`src/rtl/inst_fetch.sv`:
```
// Instruction-fetch stage: req/rdy handshake with a variable-latency instruction
// memory, stall request to ctrl, and the IF/ID register with a hold buffer for decode stalls.
module inst_fetch #(
    parameter int ADDR_W = 32,
    parameter int DATA_W = 32
) (
    input  logic              clk,
    input  logic              rst_n,
    input  logic [5:0]        stall,
    input  logic              flush,
    input  logic [ADDR_W-1:0] pc_i,
    input  logic              ce_i,
    output logic              inst_req,
    output logic [ADDR_W-1:0] inst_addr,
    input  logic              inst_rdy,
    input  logic [DATA_W-1:0] inst_rdata,
    output logic              stallreq_if,
    output logic [ADDR_W-1:0] id_pc,
    output logic [DATA_W-1:0] id_inst
);
    typedef enum logic [1:0] {S_IDLE, S_WAIT, S_HOLD, S_DRAIN} state_t;
    typedef struct packed {
        logic [ADDR_W-1:0] pc;
        logic [DATA_W-1:0] inst;
    } if_id_t;

    state_t            state, state_nxt;
    logic              req_nxt;
    logic [ADDR_W-1:0] addr_nxt;
    if_id_t            hold_q, hold_nxt;
    if_id_t            id_q, id_nxt;
    if_id_t            fetched, dpair;
    logic              deliver;
    logic              unused_stall;

    // Only the IF and ID stall bits matter here; PC stalling is handled upstream.
    assign unused_stall = ^{stall[5:3], stall[0]};
    assign fetched      = {inst_addr, inst_rdata};

    always_comb begin
        state_nxt   = state;
        req_nxt     = inst_req;
        addr_nxt    = inst_addr;
        hold_nxt    = hold_q;
        dpair       = fetched;
        deliver     = 1'b0;
        stallreq_if = 1'b0;
        case (state)
            S_IDLE: begin
                if (ce_i && !flush) begin
                    stallreq_if = 1'b1;
                    state_nxt   = S_WAIT;
                    req_nxt     = 1'b1;
                    addr_nxt    = pc_i;
                end
            end
            S_WAIT: begin
                stallreq_if = !inst_rdy;
                if (flush) begin
                    // The memory cannot be cancelled: keep requesting until it answers.
                    if (inst_rdy) begin
                        state_nxt = S_IDLE;
                        req_nxt   = 1'b0;
                    end else begin
                        state_nxt = S_DRAIN;
                    end
                end else if (inst_rdy) begin
                    req_nxt = 1'b0;
                    if (stall[1]) begin
                        state_nxt = S_HOLD;
                        hold_nxt  = fetched;
                    end else begin
                        state_nxt = S_IDLE;
                        deliver   = 1'b1;
                    end
                end
            end
            S_HOLD: begin
                dpair = hold_q;
                if (flush) begin
                    state_nxt = S_IDLE;
                    hold_nxt  = '0;
                end else if (!stall[1]) begin
                    state_nxt = S_IDLE;
                    deliver   = 1'b1;
                end
            end
            S_DRAIN: begin
                stallreq_if = 1'b1;
                if (inst_rdy) begin
                    state_nxt = S_IDLE;
                    req_nxt   = 1'b0;
                end
            end
            default: begin
                state_nxt = S_IDLE;
                req_nxt   = 1'b0;
            end
        endcase
    end

    // IF/ID update: flush beats everything, then bubble/load/hold by stall bits.
    always_comb begin
        id_nxt = id_q;
        if (flush)
            id_nxt = '0;
        else if (stall[1] && !stall[2])
            id_nxt = '0;
        else if (!stall[1])
            id_nxt = deliver ? dpair : '0;
    end

    always_ff @(posedge clk or negedge rst_n) begin
        if (!rst_n) begin
            state     <= S_IDLE;
            inst_req  <= 1'b0;
            inst_addr <= '0;
            hold_q    <= '0;
            id_q      <= '0;
        end else begin
            state     <= state_nxt;
            inst_req  <= req_nxt;
            inst_addr <= addr_nxt;
            hold_q    <= hold_nxt;
            id_q      <= id_nxt;
        end
    end

    assign id_pc   = id_q.pc;
    assign id_inst = id_q.inst;

endmodule

```
`config.mk`:
```
export PLATFORM = sky130hd
export DESIGN_NAME = inst_fetch
export DESIGN_NICKNAME = d
export VERILOG_FILES = /design/src/rtl/inst_fetch.sv
export SDC_FILE = /design/constraint.sdc
export NUM_CORES = 1
export LEC_CHECK = 0
export BUFFER_PORTS_ARGS = -buffer_cell sky130_fd_sc_hd__buf_4
export CAP_MARGIN = 20
export CELL_PAD_IN_SITES_DETAIL_PLACEMENT = 1
export CELL_PAD_IN_SITES_GLOBAL_PLACEMENT = 2
export CORE_ASPECT_RATIO = 0.7
export CORE_MARGIN = 1.5
export CORE_UTILIZATION = 32
export CTS_BUF_LIST = sky130_fd_sc_hd__clkbuf_2 sky130_fd_sc_hd__clkbuf_4 sky130_fd_sc_hd__clkbuf_8
export CTS_CLUSTER_DIAMETER = 150
export DETAILED_ROUTE_END_ITERATION = 7
export HOLD_SLACK_MARGIN = 0.1
export PLACE_DENSITY = 0.83
export SETUP_SLACK_MARGIN = 0.4
export SLEW_MARGIN = 10
export SYNTH_ARGS = -nofsm -noshare
export SYNTH_HDL_FRONTEND = slang
export SYNTH_SLANG_ARGS = --single-unit
```
`constraint.sdc`:
```
create_clock -name clk -period 1.75 [get_ports clk]
set_input_delay 0.175 -clock clk [delete_from_list [all_inputs] [get_ports clk]]
set_output_delay 0.175 -clock clk [all_outputs]
set_load 0.05 [all_outputs]
```
==> flow_summary.html <==
<table>
<tr><th>Metric</th><th>Value</th></tr>
<tr><th colspan="2">Drt</th></tr>
<tr><td>Overall via count from detail_route</td><td>5441</td></tr>
<tr><td>Average vias per placed instance</td><td>4.94</td></tr>
<tr><td>DR WL/cell</td><td>19.9 um</td></tr>
<tr><td>Wire length after detailed routing</td><td>22000 um</td></tr>
<tr><td>Drt pass-1 iters</td><td>4</td></tr>
<tr><td>Violation count after the first detailed-routing iteration</td><td>255</td></tr>
<tr><td>Routed Antenna Nets</td><td>0</td></tr>
<tr><td>Drt drc</td><td>0</td></tr>
<tr><th colspan="2">Floorplan</th></tr>
<tr><td>Total die area</td><td>22700 um^2</td></tr>
<tr><td>Site Rows</td><td>44</td></tr>
<tr><td>Chip Height</td><td>126 um</td></tr>
<tr><td>Starting Density</td><td>33.1%</td></tr>
<tr><td>Core footprint</td><td>21000 um^2</td></tr>
<tr><td>Top-level port count</td><td>173</td></tr>
<tr><td>DIE WIDTH</td><td>179 um</td></tr>
<tr><th colspan="2">Power</th></tr>
<tr><td>Net switching power of the design</td><td>7.72 mW</td></tr>
<tr><td>Leakage power figure</td><td>4.90 nW</td></tr>
<tr><td>Cell area power density</td><td>1800 nW/um^2</td></tr>
<tr><td>Clock group share of total power</td><td>16.6%</td></tr>
<tr><td>Switch share</td><td>41.6%</td></tr>
<tr><td>Power share of the sequential group</td><td>32.4%</td></tr>
<tr><td>Internal Dissipation</td><td>10.9 mW</td></tr>
<tr><td>Design Power</td><td>18.6 mW</td></tr>
<tr><td>Share of total power in combinational logic</td><td>51.0%</td></tr>
<tr><td>Highest ir drop seen on vdd</td><td>1060 uV</td></tr>
<tr><th colspan="2">Clocking</th></tr>
<tr><td>Total clock buffers created by CTS</td><td>17</td></tr>
<tr><td>Number of buffers on the longest clock path</td><td>2</td></tr>
<tr><td>Clock slew at the register clock pins of the worst setup and hold paths</td><td>0.09 ns</td></tr>
<tr><td>CTS H-Tree Depth</td><td>4</td></tr>
<tr><td>Latest clock arrival within the worst-skew pair</td><td>0.47 ns</td></tr>
<tr><td>Sink Count</td><td>163</td></tr>
<tr><td>Cell at the root of the clock tree</td><td>clkbuf_8</td></tr>
<tr><td>TritonCTS clock tree</td><td>done</td></tr>
<tr><th colspan="2">Job</th></tr>
<tr><td>Count of max-cap constraint violations</td><td>0</td></tr>
<tr><th colspan="2">Timing</th></tr>
<tr><td>Max Fclk</td><td>521 MHz</td></tr>
<tr><td>Setup skew after layout</td><td>0.0178 ns</td></tr>
<tr><td>Post-layout worst setup margin</td><td>-0.170 ns</td></tr>
<tr><td>Hold Fails Final Rpt</td><td>0</td></tr>
<tr><td>Setup repair after global routing missed its margin</td><td>true</td></tr>
<tr><td>Min cycle time layout</td><td>1.92 ns</td></tr>
<tr><td>Share of the cycle needed by the critical path after routing</td><td>110%</td></tr>
<tr><td>Worst slew margin relative to its limit</td><td>75.1%</td></tr>
<tr><td>Number of setup violations in the final report</td><td>130</td></tr>
<tr><td>Final slew viol count</td><td>0</td></tr>
<tr><td>Slew at the pin with the worst max-slew slack</td><td>0.373 ns</td></tr>
<tr><th colspan="2">Critical path</th></tr>
<tr><td>Launch instance of the worst register-to-register path</td><td>state[0]$_DFFE_PN0P_</td></tr>
<tr><td>Crit start category</td><td>flop</td></tr>
<tr><td>Path depth of the worst reg2reg path</td><td>8</td></tr>
<tr><td>Critical path data required time</td><td>2.14 ns</td></tr>
<tr><td>Crit-path max FO</td><td>6</td></tr>
<tr><td>Register-to-register setup slack</td><td>-0.17 ns</td></tr>
<tr><td>Capture point of the worst path</td><td>id_inst[5]$_DFFE_PN0P_</td></tr>
<tr><td>Critical Path Sink Type</td><td>flop</td></tr>
<tr><td>Highest cell delay on the worst timing path</td><td>0.54 ns</td></tr>
<tr><td>FF-to-FF End</td><td>id_inst[5]$_DFFE_PN0P_</td></tr>
<tr><td>Sequence of cells on the critical path</td><td>inv_2 &gt; buf_6 &gt; ha_4 &gt; a21oi_2 &gt; or4_4 &gt; buf_12 &gt; clkbuf_16 &gt; o21ai_2</td></tr>
<tr><td>Arrival time reported for the critical path endpoint</td><td>2.31 ns</td></tr>
<tr><td>Setup crit start</td><td>state[0]$_DFFE_PN0P_</td></tr>
<tr><td>Kind of critical path</td><td>flop to flop</td></tr>
<tr><td>Slowest library cell on the worst path</td><td>or4_4</td></tr>
<tr><th colspan="2">Placed design</th></tr>
<tr><td>Number of port buffers</td><td>168</td></tr>
<tr><td>Post-place setup slack</td><td>-0.134 ns</td></tr>
<tr><td>Detailed Place HPWL</td><td>12600 um</td></tr>
<tr><td>Dpl cells</td><td>982</td></tr>
<tr><td>Last weighted congestion value of the routability-driven placer</td><td>0.802</td></tr>
<tr><td>Cell area reported after detailed placement</td><td>8580 um^2</td></tr>
<tr><th colspan="2">Synth</th></tr>
<tr><td>Sequential area share after synthesis</td><td>58.6%</td></tr>
<tr><td>Register bit count reported by yosys</td><td>163</td></tr>
<tr><td>Post-synthesis instance total</td><td>559</td></tr>
<tr><td>Net count after synthesis</td><td>639</td></tr>
<tr><td>Syn Std Cell Area</td><td>6960 um^2</td></tr>
<tr><td>Yosys cell types</td><td>30</td></tr>
<tr><td>Average cell area after synthesis</td><td>12.5 um^2</td></tr>
<tr><td>Warnings from Yosys</td><td>0</td></tr>
<tr><th colspan="2">Global route</th></tr>
<tr><td>Antenna violations before repair</td><td>0</td></tr>
<tr><td>Global-route wire length before repair</td><td>33200 um</td></tr>
<tr><td>All-layer global routing usage</td><td>19.3%</td></tr>
<tr><td>Overall overflow remaining after global route</td><td>0</td></tr>
<tr><td>Maximum number of pins on one net before global-route repair</td><td>65</td></tr>
<tr><td>Vias in the first global route</td><td>5952</td></tr>
<tr><th colspan="2">Final layout</th></tr>
<tr><td>Most frequent cells in the layout</td><td>buf_4, dfrtp_1, a22o_1, nand2_1, o21ai_2</td></tr>
<tr><td>Total inserted antenna cells</td><td>0</td></tr>
<tr><td># nets final</td><td>892</td></tr>
<tr><td>Leading cell type in the layout, fill and taps excluded</td><td>buf_4</td></tr>
<tr><td>Finished Layout Cells</td><td>1101</td></tr>
<tr><td>Final design instance area without fill</td><td>10300 um^2</td></tr>
<tr><td>Share of layout cells above drive strength 1</td><td>45.7%</td></tr>
<tr><td>Synthesis-to-layout area growth</td><td>48.5%</td></tr>
<tr><th colspan="2">Status</th></tr>
<tr><td>Status</td><td>finished, violations left</td></tr>
<tr><td>Violations in the final reports</td><td>negative setup slack</td></tr>
<tr><th colspan="2">Min path</th></tr>
<tr><td>Worst Hold Class</td><td>input pin to asynchronous set/reset pin</td></tr>
</table>
## per-stage QoR
step	TNS (ns)	utilization [%]	hold slack, ns
floorplan	0	-	-0.121
CTS	-7.34	47.5	0.102
global route	-22.41	49.2	0.112
detailed placement	-2.23	40.8	0.0622
finish	-13.29	49.2	0.129
global placement	0	40.8	0.0567
## power by group through the flow
stage | registers [mW] | logic [mW] | clock network, mW
floorplan | 7.63 | 4.12 | 0
global placement | 5.99 | 7.71 | 0
detailed placement | 6.08 | 7.99 | 0
CTS | 5.99 | 8.82 | 3.17
global route | 6.20 | 10.0 | 3.35
finish | 6.02 | 9.47 | 3.09
## Yosys cell counts, drive strengths merged
library cell / instances / area, um^2
ha: 5 / 62.6
a22o: 66 / 578
a21oi: 37 / 189
nor2: 1 / 3.75
a222oi: 1 / 10.0
a221o: 1 / 10.0
nor3: 1 / 5.00
dfrtp: 163 / 4080
clkbuf: 12 / 45.0
nand3b: 1 / 7.51
nand2: 66 / 248
or4: 1 / 7.51
o211ai: 1 / 7.51
nand2b: 1 / 8.76
a31oi: 1 / 6.26
nor2b: 33 / 206
inv: 5 / 18.8
mux2i: 34 / 340
and3: 1 / 6.26
mux2: 32 / 360
nand3: 1 / 5.00
o21ai: 64 / 470
buf: 31 / 287
## per-layer routing
| layer | up-vias | routed length, um | track usage, % | share of wire (%) |
|---|---|---|---|---|
| met2 | 125 | 10600 | 31.1 | 48 |
| met4 | 0 | 189 | 4.72 | 0.86 |
| met5 | - | 0 | 0 | 0 |
| met3 | 12 | 1020 | 5.19 | 4.6 |
| li1 | 2499 | - | - | - |
| met1 | 2805 | 10100 | 25.9 | 46 |
## worst min-delay path by stage
| stage | startpoint | to | slack, ns | depth (start not counted) |
|---|---|---|---|---|
| final | rst_n | id_inst[16]$_DFFE_PN0P_ | 0.13 | 2 |
| after global routing | inst_rdata[29] | hold_q[29]$_DFFE_PN0P_ | 0.11 | 3 |
| after CTS | inst_rdata[0] | hold_q[0]$_DFFE_PN0P_ | 0.10 | 3 |
| after detailed placement | rst_n | hold_q[14]$_DFFE_PN0P_ | 0.06 | 1 |
| after global placement | rst_n | hold_q[14]$_DFFE_PN0P_ | 0.06 | 1 |
| after floorplan | rst_n | hold_q[0]$_DFFE_PN0P_ | -0.12 | 0 |
## cell type report
| class | instances | area (um^2) |
|---|---|---|
| repair buffers | 277 | 2610 |
| clock inverters | 12 | 180 |
| fillers | 2196 | 10700 |
| multi-input cells | 348 | 2830 |
| flip-flops and latches | 163 | 4080 |
| clock buffers | 20 | 269 |
| well taps | 276 | 345 |
| inverters | 5 | 21.3 |
## repair_timing
action                                 in CTS  in global routing
setup endpoints to repair                 166                182
hold buffers                               49                  0
endpoints found under the hold margin     211                  0
gates resized for setup                    36                 59
buffers inserted                           19                 12
pin swaps                                  14                  5
gates cloned                                6                  1
## registers in the layout (all words and copies together) (netlist names)
| register | cells |
|---|---|
| hold_q | 64 |
| state | 2 |
| inst_req | 1 |
| inst_addr | 32 |
| id_pc | 32 |
| id_inst | 32 |
## logic make-up (layout without fill, tap and decap cells)
group / count (synthesis) / count (layout) / synth area share (%)
muxes: 66 / 66 / 10.1
adders and majority gates: 5 / 5 / 0.899
and+or+nand+nor: 106 / 106 / 7.15
buffers and inverters: 48 / 314 / 5.03
AOI/OAI and AO/OA: 171 / 171 / 18.3
DFF: 163 / 163 / 58.6
## critical path: cells and delay by family (launching register included)
family                   cells  cell delay, ns
AND/OR/NAND/NOR              1            0.54
flip-flops                   1            0.42
AO/OA/AOI/OAI                2            0.14
adder cells (fa/ha/maj)      1            0.18
buffers and inverters        4            0.56
Note: power is estimated with default switching activity, not from simulation.
